File: config.mk
export PLATFORM = sky130hd
export DESIGN_NAME = esn7e_demo_system_sysid_arbiter
export DESIGN_NICKNAME = d
export VERILOG_FILES = /design/src/rtl/esn7e_demo_system_sysid_arbiter.sv
export SDC_FILE = /design/constraint.sdc
export NUM_CORES = 1
export LEC_CHECK = 0
export CAP_MARGIN = 30
export CORE_ASPECT_RATIO = 1.25
export CORE_MARGIN = 2
export CORE_UTILIZATION = 42
export CTS_CLUSTER_SIZE = 16
export DETAILED_ROUTE_END_ITERATION = 10
export PLACE_DENSITY = 0.86
export SYNTH_ARGS = -nofsm -noshare
export SYNTH_HDL_FRONTEND = slang
export SYNTH_SLANG_ARGS = --single-unit
File: constraint.sdc
create_clock -name clock -period 5 [get_ports clock]
set_input_delay 1 -clock clock [delete_from_list [all_inputs] [get_ports clock]]
set_output_delay 1 -clock clock [all_outputs]
set_load 0.02 [all_outputs]
File: src/rtl/esn7e_demo_system_sysid_arbiter.sv
// esn7e_demo_system_sysid_arbiter
// Two-requester read arbiter in front of a zero-wait sysid control slave.
// Each accepted read walks IDLE -> ACCESS -> RESP. The read data returns
// two cycles after acceptance, and at most one read completes every three cycles.
//
// Ports:
//   clock, reset_n         single clock, asynchronous active-low reset
//   mX_read, mX_address    requester X read strobe and word address
//   mX_waitrequest         low only in the cycle requester X is accepted
//   mX_readdata            last captured slave word (shared register)
//   mX_readdatavalid       one-cycle pulse in RESP for the granted requester
//   s_address, s_readdata  shared slave address out / combinational data in
//   grant_count0/1         saturating per-requester acceptance counters
module esn7e_demo_system_sysid_arbiter #(
  parameter int DATA_W    = 32,
  parameter int PRIO_MODE = 0
) (
  input  logic              clock,
  input  logic              reset_n,
  input  logic              m0_read,
  input  logic              m0_address,
  output logic              m0_waitrequest,
  output logic [DATA_W-1:0] m0_readdata,
  output logic              m0_readdatavalid,
  input  logic              m1_read,
  input  logic              m1_address,
  output logic              m1_waitrequest,
  output logic [DATA_W-1:0] m1_readdata,
  output logic              m1_readdatavalid,
  output logic              s_address,
  input  logic [DATA_W-1:0] s_readdata,
  output logic [15:0]       grant_count0,
  output logic [15:0]       grant_count1
);

  typedef enum logic [1:0] {
    ST_IDLE   = 2'd0,
    ST_ACCESS = 2'd1,
    ST_RESP   = 2'd2
  } state_t;

  state_t              r_state;
  state_t              w_state_nxt;
  logic                r_last;     // 1 = m1 was granted most recently
  logic                r_addr;
  logic                r_id;       // 0 = m0 owns the transaction, 1 = m1
  logic [DATA_W-1:0]   r_rdata;
  logic [15:0]         r_gcnt0;
  logic [15:0]         r_gcnt1;
  logic [15:0]         w_gcnt0_nxt;
  logic [15:0]         w_gcnt1_nxt;
  logic                w_accept;
  logic                w_win;      // winning requester id, valid with w_accept

  // Winner select. In round-robin mode a tie goes to the requester that was
  // not granted last; a lone requester always wins.
  always_comb begin
    w_win = 1'b0;
    if (PRIO_MODE == 1) begin
      w_win = !m0_read;
    end else if (m0_read && m1_read) begin
      w_win = !r_last;
    end else begin
      w_win = !m0_read;
    end
  end

  always_comb begin
    w_state_nxt = r_state;
    w_accept    = 1'b0;
    case (r_state)
      ST_IDLE: begin
        if (m0_read || m1_read) begin
          w_accept    = 1'b1;
          w_state_nxt = ST_ACCESS;
        end
      end
      ST_ACCESS: w_state_nxt = ST_RESP;
      ST_RESP:   w_state_nxt = ST_IDLE;
      default:   w_state_nxt = ST_IDLE;
    endcase
  end

  // Counters are rewritten every cycle from their next-value terms so the
  // register always tracks exactly what the saturating adder produced.
  always_comb begin
    w_gcnt0_nxt = r_gcnt0;
    w_gcnt1_nxt = r_gcnt1;
    if (w_accept && !w_win && (r_gcnt0 != 16'hFFFF)) begin
      w_gcnt0_nxt = r_gcnt0 + 16'd1;
    end
    if (w_accept && w_win && (r_gcnt1 != 16'hFFFF)) begin
      w_gcnt1_nxt = r_gcnt1 + 16'd1;
    end
  end

  always_ff @(posedge clock or negedge reset_n) begin
    if (!reset_n) begin
      r_state <= ST_IDLE;
      r_last  <= 1'b1;
      r_addr  <= 1'b0;
      r_id    <= 1'b0;
      r_rdata <= '0;
      r_gcnt0 <= 16'd0;
      r_gcnt1 <= 16'd0;
    end else begin
      r_state <= w_state_nxt;
      r_gcnt0 <= w_gcnt0_nxt;
      r_gcnt1 <= w_gcnt1_nxt;
      if (w_accept) begin
        r_addr <= w_win ? m1_address : m0_address;
        r_id   <= w_win;
        r_last <= w_win;
      end
      if (r_state == ST_ACCESS) begin
        r_rdata <= s_readdata;
      end
    end
  end

  // Waitrequest drops only for the winner in its acceptance cycle; it is
  // high otherwise, including whenever the read strobe itself is low.
  assign m0_waitrequest   = !(w_accept && !w_win);
  assign m1_waitrequest   = !(w_accept && w_win);
  assign s_address        = (r_state == ST_ACCESS) ? r_addr : 1'b0;
  assign m0_readdata      = r_rdata;
  assign m1_readdata      = r_rdata;
  assign m0_readdatavalid = (r_state == ST_RESP) && !r_id;
  assign m1_readdatavalid = (r_state == ST_RESP) && r_id;
  assign grant_count0     = r_gcnt0;
  assign grant_count1     = r_gcnt1;

endmodule

==> impl_results.md, run 1 <==
- Hold_buf cts: 0
- Number of vias per cell: between 4 and 5
- First-pass GRT wire length: 12.5 mm
- Lkg Pwr: 0.00221 uW
- Hold crit path type: register to register
- Element type at the critical path start: primary input
- CTS Buf Count: 9
- Mapped cell area: about 3300 um2
- Critical Path End Type: output pin
- Slew @ Worst Pin: 0.867 ns
- GRT overflow: 0
- Slew Limit Fails: 0
- I/O Buffers: ~140
- # rows: 36
- Net count reported at finish: 483
- Hold Vio Cnt, Final: 0
- DRC viols: 0
- Syn Area/Cell: approximately 10 um2
- Fillcell total: 637
- Antenna violations before repair: 0
- Hold Startpoint: r_last
- Clock-pin slew on the worst setup and hold paths: 0.06 ns
- Sink Count: 69
- Final min period: ~3.7 ns
- Syn Inst Count: 331
- Root Driver: clkbuf_8
- Total negative slack: 0 ns
- Worst setup path end: m1_waitrequest
- Largest net degree at the start of global routing: 70
- Worst endpoint required time: 4.00 ns
- TritonCTS clock tree: built
- Iteration-0 DRC count of the detailed router: 106
- Die width: 83.3 um
- Placer Congestion: 0.895
- Cell mode on critical path: clkdlybuf4s50_1
- RSZ-0062 raised after global routing: false
- Maximum clock rate: 273 MHz
- Hold Slack: 0.477 ns
- Synthesized flop and latch total: 69
- Antenna-violating nets left: 0
- CTS HTree Levels: 3
- Antenna Cells: 0
- R2r setup slk: just over 3 ns
- Peak VDD IR: between 0.3 and 0.4 mV
- Clk_lat worst skew: 0.33 ns
- Initial Utilization: 0.428
- CP max FO: 13
- Worst EP arrival: 2.67 ns
- Hpwl dp: ~5.7 mm
- PostCTS Resize Cnt: 0
- Routed WL per cell: 14.3 um
- Crit path cell chain: clkdlybuf4s50_1 > a211oi_2 > nand2_2 > clkdlybuf4s50_1
- Design Area, Final: 4720 um2
- Cells after DPL: 527
- Slowest-stage cell, CP: clkdlybuf4s50_1
- Non-filler cells, final: about 540
- Synth warn: 0
- Setup CP Type: primary input to output pin
- Sequential cell area fraction in the yosys report: 0.524
- Vias in the first global route: 2621
- Synthesized Nets: 371
- Slew HR: 0.422
- GRT Total Usage: 0.183
- Clock Skew: 0.00821 ns
- Period utilization: 0.734
- Slowest stage delay, CP: 0.60 ns
- Max cap viols: 0
- PD cells: 620 nW/um2
- Outcome: complete, no violations
- DRT Wirelength: 7.74 mm
- Synth cell types: 42
- Worst R2R Path Depth: 5
- Final setup viols: 0
- Pre-antenna DRT Iters: 4
- Share of cells above drive strength 1: 0.0738
- Num ports: 139
- Setup bufs post-CTS: 0
- Total number of vias: 2689
- Layout area overhead: 43.2%
- DP Area: 4550 um2
- Launching point of the worst reg2reg path: grant_count1[0]
- Reg2reg end: grant_count1[1]
- Worst setup startpoint: m0_read
- Die ar.: around 8600 um2
- Clock buffer depth: 2
- Core area: between 7000 and 8000 um2
- Die Height: about 100 um
-- placed cells by master (no fill, tap or decap), types with 2 or more instances in the layout --
cell / count
clkdlybuf4s50_1: 137
nand2_1: 108
dfrtp_1: 68
xor2_1: 25
clkbuf_8: 12
nor3_1: 11
nand4_1: 10
nor2_1: 7
nor4_1: 6
nand3_1: 4
and2_1: 4
nor3b_1: 4
and4_1: 4
o21ai_0: 4
inv_1: 3
nor4b_1: 3
nand2b_1: 2
nor2_2: 2
nand4_2: 2
nor4_4: 2
ha_1: 2
clkbuf_1: 2
buf_4: 2
-- layout make-up --
cell class | instances | area (um2) | share of cell area
Sequential cell | 69 | 1730 | 0.366
Timing Repair Buffer | 141 | 1410 | 0.298
Multi-Input combinational cell | 218 | 1280 | 0.271
Clock buffer | 14 | 173 | 0.0365
Tap cell | 95 | 119 | 0.0252
Inverter | 4 | 15.0 | 0.00318
Clock inverter | 1 | 5.00 | 0.00106
-- layer usage --
layer	vias up	GRT usage	routed length, um
met4	0	0.0807	138
met3	11	0.0368	451
met1	1281	0.219	3180
met2	105	0.322	3970
li1	1292	-	-
met5	-	0	0
-- cells by family after synthesis --
kind of cell               count (synthesis)  share of synthesized area
xor gates and xnor gates                  26                     0.0690
adders and majority gates                  2                    0.00758
DFF                                       69                      0.524
AOI/OAI and AO/OA                          9                     0.0250
muxes                                      4                     0.0144
buffers and inverters                     44                     0.0887
and+or+nand+nor                          177                      0.272
-- per-stage QoR --
| stage | setup WS, ns | power [uW] | utilization |
|---|---|---|---|
| after detailed placement | 1.34 | 2540 | 0.590 |
| after floorplan | 2.49 | 1910 | - |
| after global placement | 1.40 | 2490 | 0.588 |
| after global routing | 1.27 | 3120 | 0.613 |
| after CTS | 1.34 | 2960 | 0.613 |
| final | 1.33 | 2930 | 0.613 |
-- worst max-delay path: cells and delay by family --
family / cells / cell delay, ns
AOI/OAI and AO/OA: 1 / 0.32
buffers and inverters: 2 / 1.12
and+or+nand+nor: 1 / 0.22
-- worst min-delay path by stage --
stage / to / slack, ns / cells past startpoint
floorplan: r_last / 0.45 / 2
global route: r_last / 0.51 / 2
global placement: r_last / 0.46 / 2
detailed placement: r_last / 0.47 / 2
finish: r_last / 0.48 / 2
CTS: r_last / 0.48 / 2
-- cell usage after synthesis --
cell	instances	area share
o211ai_1	1	0.0023
xor2_1	25	0.066
dfstp_2	1	0.0080
nand4_1	10	0.019
nand3_2	1	0.0030
nor3_1	11	0.017
xnor2_1	1	0.0027
nor2_2	2	0.0038
clkbuf_1	7	0.0080
nor3_2	1	0.0030
nand4_2	2	0.0076
nand2_2	1	0.0019
dfrtp_1	68	0.52
nor4_4	2	0.013
ha_1	2	0.0076
and3_1	1	0.0019
nor3b_1	4	0.0091
a32oi_1	1	0.0027
nand3_1	4	0.0061
buf_4	32	0.073
and3b_1	1	0.0027
nor4_1	6	0.011
mux2i_1	1	0.0030
buf_6	1	0.0034
nand2_1	108	0.12
a211oi_2	1	0.0038
mux2_2	1	0.0034
inv_1	3	0.0034
a31oi_1	1	0.0019
and4_1	4	0.011
o21ai_0	4	0.0061
nand4_4	1	0.0064
nand2b_1	2	0.0038
nor2_1	7	0.0080
nor4b_1	3	0.0080
mux2_1	1	0.0034
o41ai_4	1	0.0083
and3_2	1	0.0023
nor4bb_1	1	0.0030
and2_1	4	0.0076
mux2_4	1	0.0045
clkinv_1	1	0.0011
-- state kept, by name (all words and copies together), names as in the netlist --
name / count
r_last: 1
r_id: 1
m0_readdata: 32
r_addr: 1
grant_count1: 16
r_state: 2
grant_count0: 16
-- where the power goes --
| part | leakage [uW] | internal, uW | switching [uW] |
|---|---|---|---|
| Clock | 0.0000926 | 218 | 191 |
| Combinational | 0.00125 | 724 | 820 |
| Sequential | 0.000865 | 767 | 212 |
(Power assumes the default switching activity.)
==> inputs of run 2 (changes only) <==
==> constraint.sdc (replaced) <==
create_clock -name clock -period 3.4 [get_ports clock]
set_input_delay 0.68 -clock clock [delete_from_list [all_inputs] [get_ports clock]]
set_output_delay 0.68 -clock clock [all_outputs]
set_load 0.02 [all_outputs]
==> run 2 against run 1 <==
Die area unchanged. Power up 46%. Hold slack worse by 0.27 ns. Clock-buffer cell count unchanged. Critical path depth unchanged. Sequential cell count unchanged. Highest routed layer unchanged. Clock skew up 0.00052 ns. Via count down 0.11%. Critical endpoint unchanged.
==> impl_results.md, run 2 (same netlist as run 1, synthesis figures left out) <==
- Outcome: complete, no violations (unchanged)
- Critical Path End Type: output pin (unchanged)
- Final min period: 2.87 ns
- Num ports: 139 (unchanged)
- Maximum clock rate: 348 MHz
- PostCTS Resize Cnt: 0 (unchanged)
- Die Height: 103 um (unchanged)
- DRT Wirelength: 7.91 mm (was 7.74 mm)
- Pre-antenna DRT Iters: 4 (unchanged)
- Worst EP arrival: 2.19 ns (was 2.67 ns)
- Crit path cell chain: clkdlybuf4s50_1 > a211oi_2 > nand2_2 > clkdlybuf4s50_1 (unchanged)
- Antenna-violating nets left: 0 (unchanged)
- Launching point of the worst reg2reg path: grant_count1[0] (unchanged)
- GRT Total Usage: 0.189 (was 0.183)
- Placer Congestion: 0.871 (was 0.895)
- Final Total Pwr: 4280 uW (was 2930 uW)
- Routed WL per cell: 14.5 um (was 14.3 um)
- CTS HTree Levels: 3 (unchanged)
- Final setup viols: 0 (unchanged)
- Net count reported at finish: 485 (was 483)
- Max cap viols: 0 (unchanged)
- Worst endpoint required time: 2.72 ns (was 4.00 ns)
- Register area: 1730 um2 (unchanged)
- Largest net degree at the start of global routing: 34 (was 70)
- Slowest stage delay, CP: 0.56 ns (was 0.60 ns)
- Fillcell total: 631 (was 637)
- Core area: 7700 um2 (unchanged)
- Clk_lat worst skew: 0.34 ns (was 0.33 ns)
- Critical path's top delay family: buffers and inverters (unchanged)
- Iteration-0 DRC count of the detailed router: 80 (was 106)
- DRC viols: 0 (unchanged)
- Most common cell after layout, fill and taps aside: clkdlybuf4s50_1 (unchanged)
- # rows: 36 (unchanged)
- R2r setup slk: 1.43 ns (was 3.10 ns)
- Hold Slack: 0.209 ns (was 0.477 ns)
- Die width: 83.3 um (unchanged)
- Peak VDD IR: 0.568 mV (was 0.359 mV)
- I/O Buffers: 138 (unchanged)
- Root Driver: clkbuf_8 (unchanged)
- Reg2reg end: grant_count1[1] (unchanged)
- Vias in the first global route: 2567 (was 2621)
- Slew @ Worst Pin: 0.565 ns (was 0.867 ns)
- Element type at the critical path start: primary input (unchanged)
- Worst R2R Path Depth: 5 (unchanged)
- Slew HR: 0.620 (was 0.422)
- Antenna violations before repair: 0 (unchanged)
- Slew Limit Fails: 0 (unchanged)
- Buf/Inv on CP: 2 (unchanged)
- Max reg flops: 32 (unchanged)
- Setup bufs post-CTS: 0 (unchanged)
- Total negative slack: 0 ns (unchanged)
- Hold Vio Cnt, Final: 0 (unchanged)
- Hold_buf cts: 0 (unchanged)
- Share of cells above drive strength 1: 0.0756 (was 0.0738)
- Antenna Cells: 0 (unchanged)
- First-pass GRT wire length: 12.8 mm (was 12.5 mm)
- PD cells: 908 nW/um2 (was 620 nW/um2)
- Period utilization: 0.844
- TritonCTS clock tree: built (unchanged)
- Total number of vias: 2686 (was 2689)
- Cell mode on critical path: clkdlybuf4s50_1 (unchanged)
- Slowest-stage cell, CP: clkdlybuf4s50_1 (unchanged)
- Clock buffer depth: 2 (unchanged)
- Initial Utilization: 0.428 (unchanged)
- Hold crit path type: primary input to async pin (was register to register)
- Sink Count: 69 (unchanged)
- Most frequent cells in the layout: 137 x clkdlybuf4s50_1, 108 x nand2_1, 68 x dfrtp_1 (unchanged)
- CTS Buf Count: 9 (unchanged)
- Footprint of the multi-input gates: 1280 um2 (unchanged)
- Die ar.: 8590 um2 (unchanged)
- Clock-pin slew on the worst setup and hold paths: 0.06 ns (about the same)
- GRT overflow: 0 (unchanged)
- RSZ-0062 raised after global routing: false (unchanged)
- Layout area overhead: 43.0% (was 43.2%)
- Setup CP Type: primary input to output pin (unchanged)
- Hpwl dp: 5.97 mm (was 5.65 mm)
- Clock Skew: 0.00873 ns (was 0.00821 ns)
- CP max FO: 6 (was 13)
- Lkg Pwr: 0.00221 uW (about the same)
- Number of vias per cell: 4.93 (was 4.96)
run 2: cell count changes in the layout (fill, tap and decap cells not counted):
cell      previous run  this run
buf_8                1         0
clkbuf_8            12        10
clkinv_2             1         2
clkbuf_1             2         4
buf_4                2         5
run 2: how the worst max path moves through the flow:
stage	startpoint	slack, ns	cells past startpoint	endpoint
floorplan	m0_read	1.53	3	m1_waitrequest
global placement	m1_read	0.57	4	m0_waitrequest
detailed placement	m0_read	0.53	4	m1_waitrequest
CTS	m1_read	0.53	4	m0_waitrequest
global route	m1_read	0.41	4	m0_waitrequest
finish	m0_read	0.53	4	m1_waitrequest
run 2: report_power, final:
part / internal [uW] / switching [uW] / leakage [uW]
combinational: 1060 / 1210 / 0.00126
sequential: 1130 / 308 / 0.000865
clock: 284 / 293 / 0.0000844
run 2: per-stage QoR:
stage               cell area, um2  worst slack [ns]  instances   util
global route                  4720             0.405        545  0.612
floorplan                     3300              1.53        331      -
finish                        4720             0.529        545  0.612
detailed placement            4550             0.534        529  0.591
CTS                           4720             0.533        545  0.612
global placement              4550             0.574        529  0.591
run 2: cell type report:
class | count | area share
flip-flops and latches | 69 | 0.366
clock buffers | 14 | 0.0324
inverters | 4 | 0.00318
clock inverters | 2 | 0.00212
repair buffers | 143 | 0.300
well taps | 95 | 0.0252
multi-input cells | 218 | 0.271
run 2: worst reg2reg max path: cells and delay by family, from the launching register on:
kind / cells / cell delay, ns
simple gates: 3 / 0.90
flops: 1 / 0.43
mux: 1 / 0.32
fa+ha+maj: 1 / 0.22
run 2: routing by layer:
layer,GRT usage,part of all wire
met1,0.233,0.43
met2,0.315,0.50
met3,0.0360,0.049
met4,0.106,0.022
met5,0,0
==> variant, RTL diff (flow settings as in run 2) <==
Encoding of `state_t`: now one-hot (3 bits for 3 states).
--- a/src/rtl/esn7e_demo_system_sysid_arbiter.sv
+++ b/src/rtl/esn7e_demo_system_sysid_arbiter.sv
@@ -34,8 +34,8 @@
 );
 
-  typedef enum logic [1:0] {
-    ST_IDLE   = 2'd0,
-    ST_ACCESS = 2'd1,
-    ST_RESP   = 2'd2
+  typedef enum logic [2:0] {
+    ST_IDLE   = 3'b001,
+    ST_ACCESS = 3'b010,
+    ST_RESP   = 3'b100
   } state_t;
 
Behaviour: same outputs for any inputs over 10 cycles, from zero or initial values and one cycle with reset_n low; not proved beyond that.
==> variant against run 2 <==
- worst setup slack got worse by 0.031 ns
- clock power increased by 13%
- total power decreased by 2.3%
- synthesized area increased by 1.2%
- sequential cell count increased by 1
- final area increased by 1.9%
- core utilization increased by 0.82 points
- routed wire length decreased by 6.5%
- critical path type unchanged
==> variant: results (changes against run 2) <==
Layout
  – Multi-input logic area: 1306 µm² (+2.2%)
  – Layout cells sized above 1: 0.1917 (+0.1162)
  – Fill cells: 635 (+0.63%)
  – NumNets Final: 421 (-13%)
  – Max FFs per register: 32 (unchanged)
  – Non-Filler Instances: 481 (-12%)

Synthesis
  – Top post-synthesis cells by area: dfrtp_1, mux2_2, buf_4
  – Top cells by count, synth: dfrtp_1, mux2_2, buf_4
  – Fraction of registers with async set/reset: 1.000 (unchanged)
  – Synth unique cells: 36 (-14%)
  – Syn_nets: 304 (-18%)
  – Mean Syn Cell Area: 12.65 µm² (+27%)
  – Seq/Total Area, Yosys: 0.5253 (+0.001589)

Placement
  – Placed cell areas: 4597 µm² (+0.93%)
  – Hpwl dp: 5.509 mm (-7.7%)
  – Pre-CTS setup slack: 0.5096 ns (-0.02436 ns)
  – GPL Wtd Cong: 0.7834 (-10%)
  – Placed instance count: 464 (-12%)
  – Port bufs: 138 (unchanged)

Worst setup path
  – Reg2Reg Depth: 5 (unchanged)
  – Crit path DAT: 2.22 ns (+0.03 ns)

Global routing
  – Largest net degree at the start of global routing: 44 (+29%)
  – Vias in the first global route: 2,450 (-4.6%)
  – First-pass GRT wire length: 12.26 mm (-3.9%)
  – GRT Total Usage: 0.1754 (-0.01353)

Timing
  – Setup Skew: 0.01030 ns (+0.001566 ns)
  – Slew HR: 0.4336 (-0.1868)

Pwr
  – Switch Pwr: 1.600 mW (-12%)
  – Seq pwr: 1.41 mW
  – LEAKAGE: 2.098 nW (-5.1%)
  – Peak supply drop: 0.5528 mV (-2.6%)
  – Gate power share: 0.506 (-0.024)
  – Power Density: 870.2 nW/µm² (-4.2%)

Detailed routing
  – WL final: 7.392 mm (-6.5%)
  – Via/cell ratio: 5.010 (+1.7%)
  – Drt pass-1 iters: 4 (unchanged)
  – Initial DRC count: 42 (-48%)

CTS
  – Root Buffer Master: clkbuf_8
  – CTS Buf Count: 9 (unchanged)
  – Post_cts resized: 0 (unchanged)

Run status
  – Status: completed
-- variant: changes by cell type after synthesis, sizes merged, moves of 3 or more --
cell	change
nand3	+7
and2	-3
or3	+3
nand2	-97
clkbuf	-7
buf	+4
o21ai	-3
nor3b	+3
mux2	+32
-- variant: kinds of logic (layout without fill, tap and decap cells) --
group / count (synthesis) / count (layout) / synth area share
XOR/XNOR: 29 / 29 / 0.07606
AO/OA/AOI/OAI: 2 / 2 / 0.003746
AND/OR/NAND/NOR: 86 / 86 / 0.1840
buffers and inverters: 40 / 162 / 0.08542
flip-flops: 70 / 70 / 0.5253
multiplexers: 35 / 35 / 0.1180
adder cells (fa/ha/maj): 2 / 2 / 0.007492
-- variant: worst paths after layout --
check	slack, ns	end
max	0.50	m1_waitrequest
min	0.27	grant_count0[0]
max reg2reg	1.15	grant_count1[1]
min reg2reg	0.47	r_last
max in group asynchronous	2.35	m0_readdata[21]
min in group clock	0.47	r_last
-- variant: layout make-up --
class                           instances  share of cell area
Clock inverter                          5             0.01249
Tap cell                               95             0.02472
Sequential cell                        70              0.3648
Inverter                                3            0.002342
Timing Repair Buffer                  143              0.2966
Multi-Input combinational cell        154              0.2717
Clock buffer                           11             0.02732
-- variant: critical path, delay by kind of cell --
family	cells	cell delay (ns)
buffers and inverters	2	1.06
AO/OA/AOI/OAI	1	0.38
AND/OR/NAND/NOR	1	0.09
-- variant: layer usage --
metal  wire length, µm  up-vias  part of all wire  track usage
li1                  -     1140                 -            -
met1              3100     1170              0.42       0.2186
met2              3795       92              0.51       0.2971
met3               412        8             0.056      0.04223
met4                83        0             0.011      0.05991
met5                 0        -                 0            0
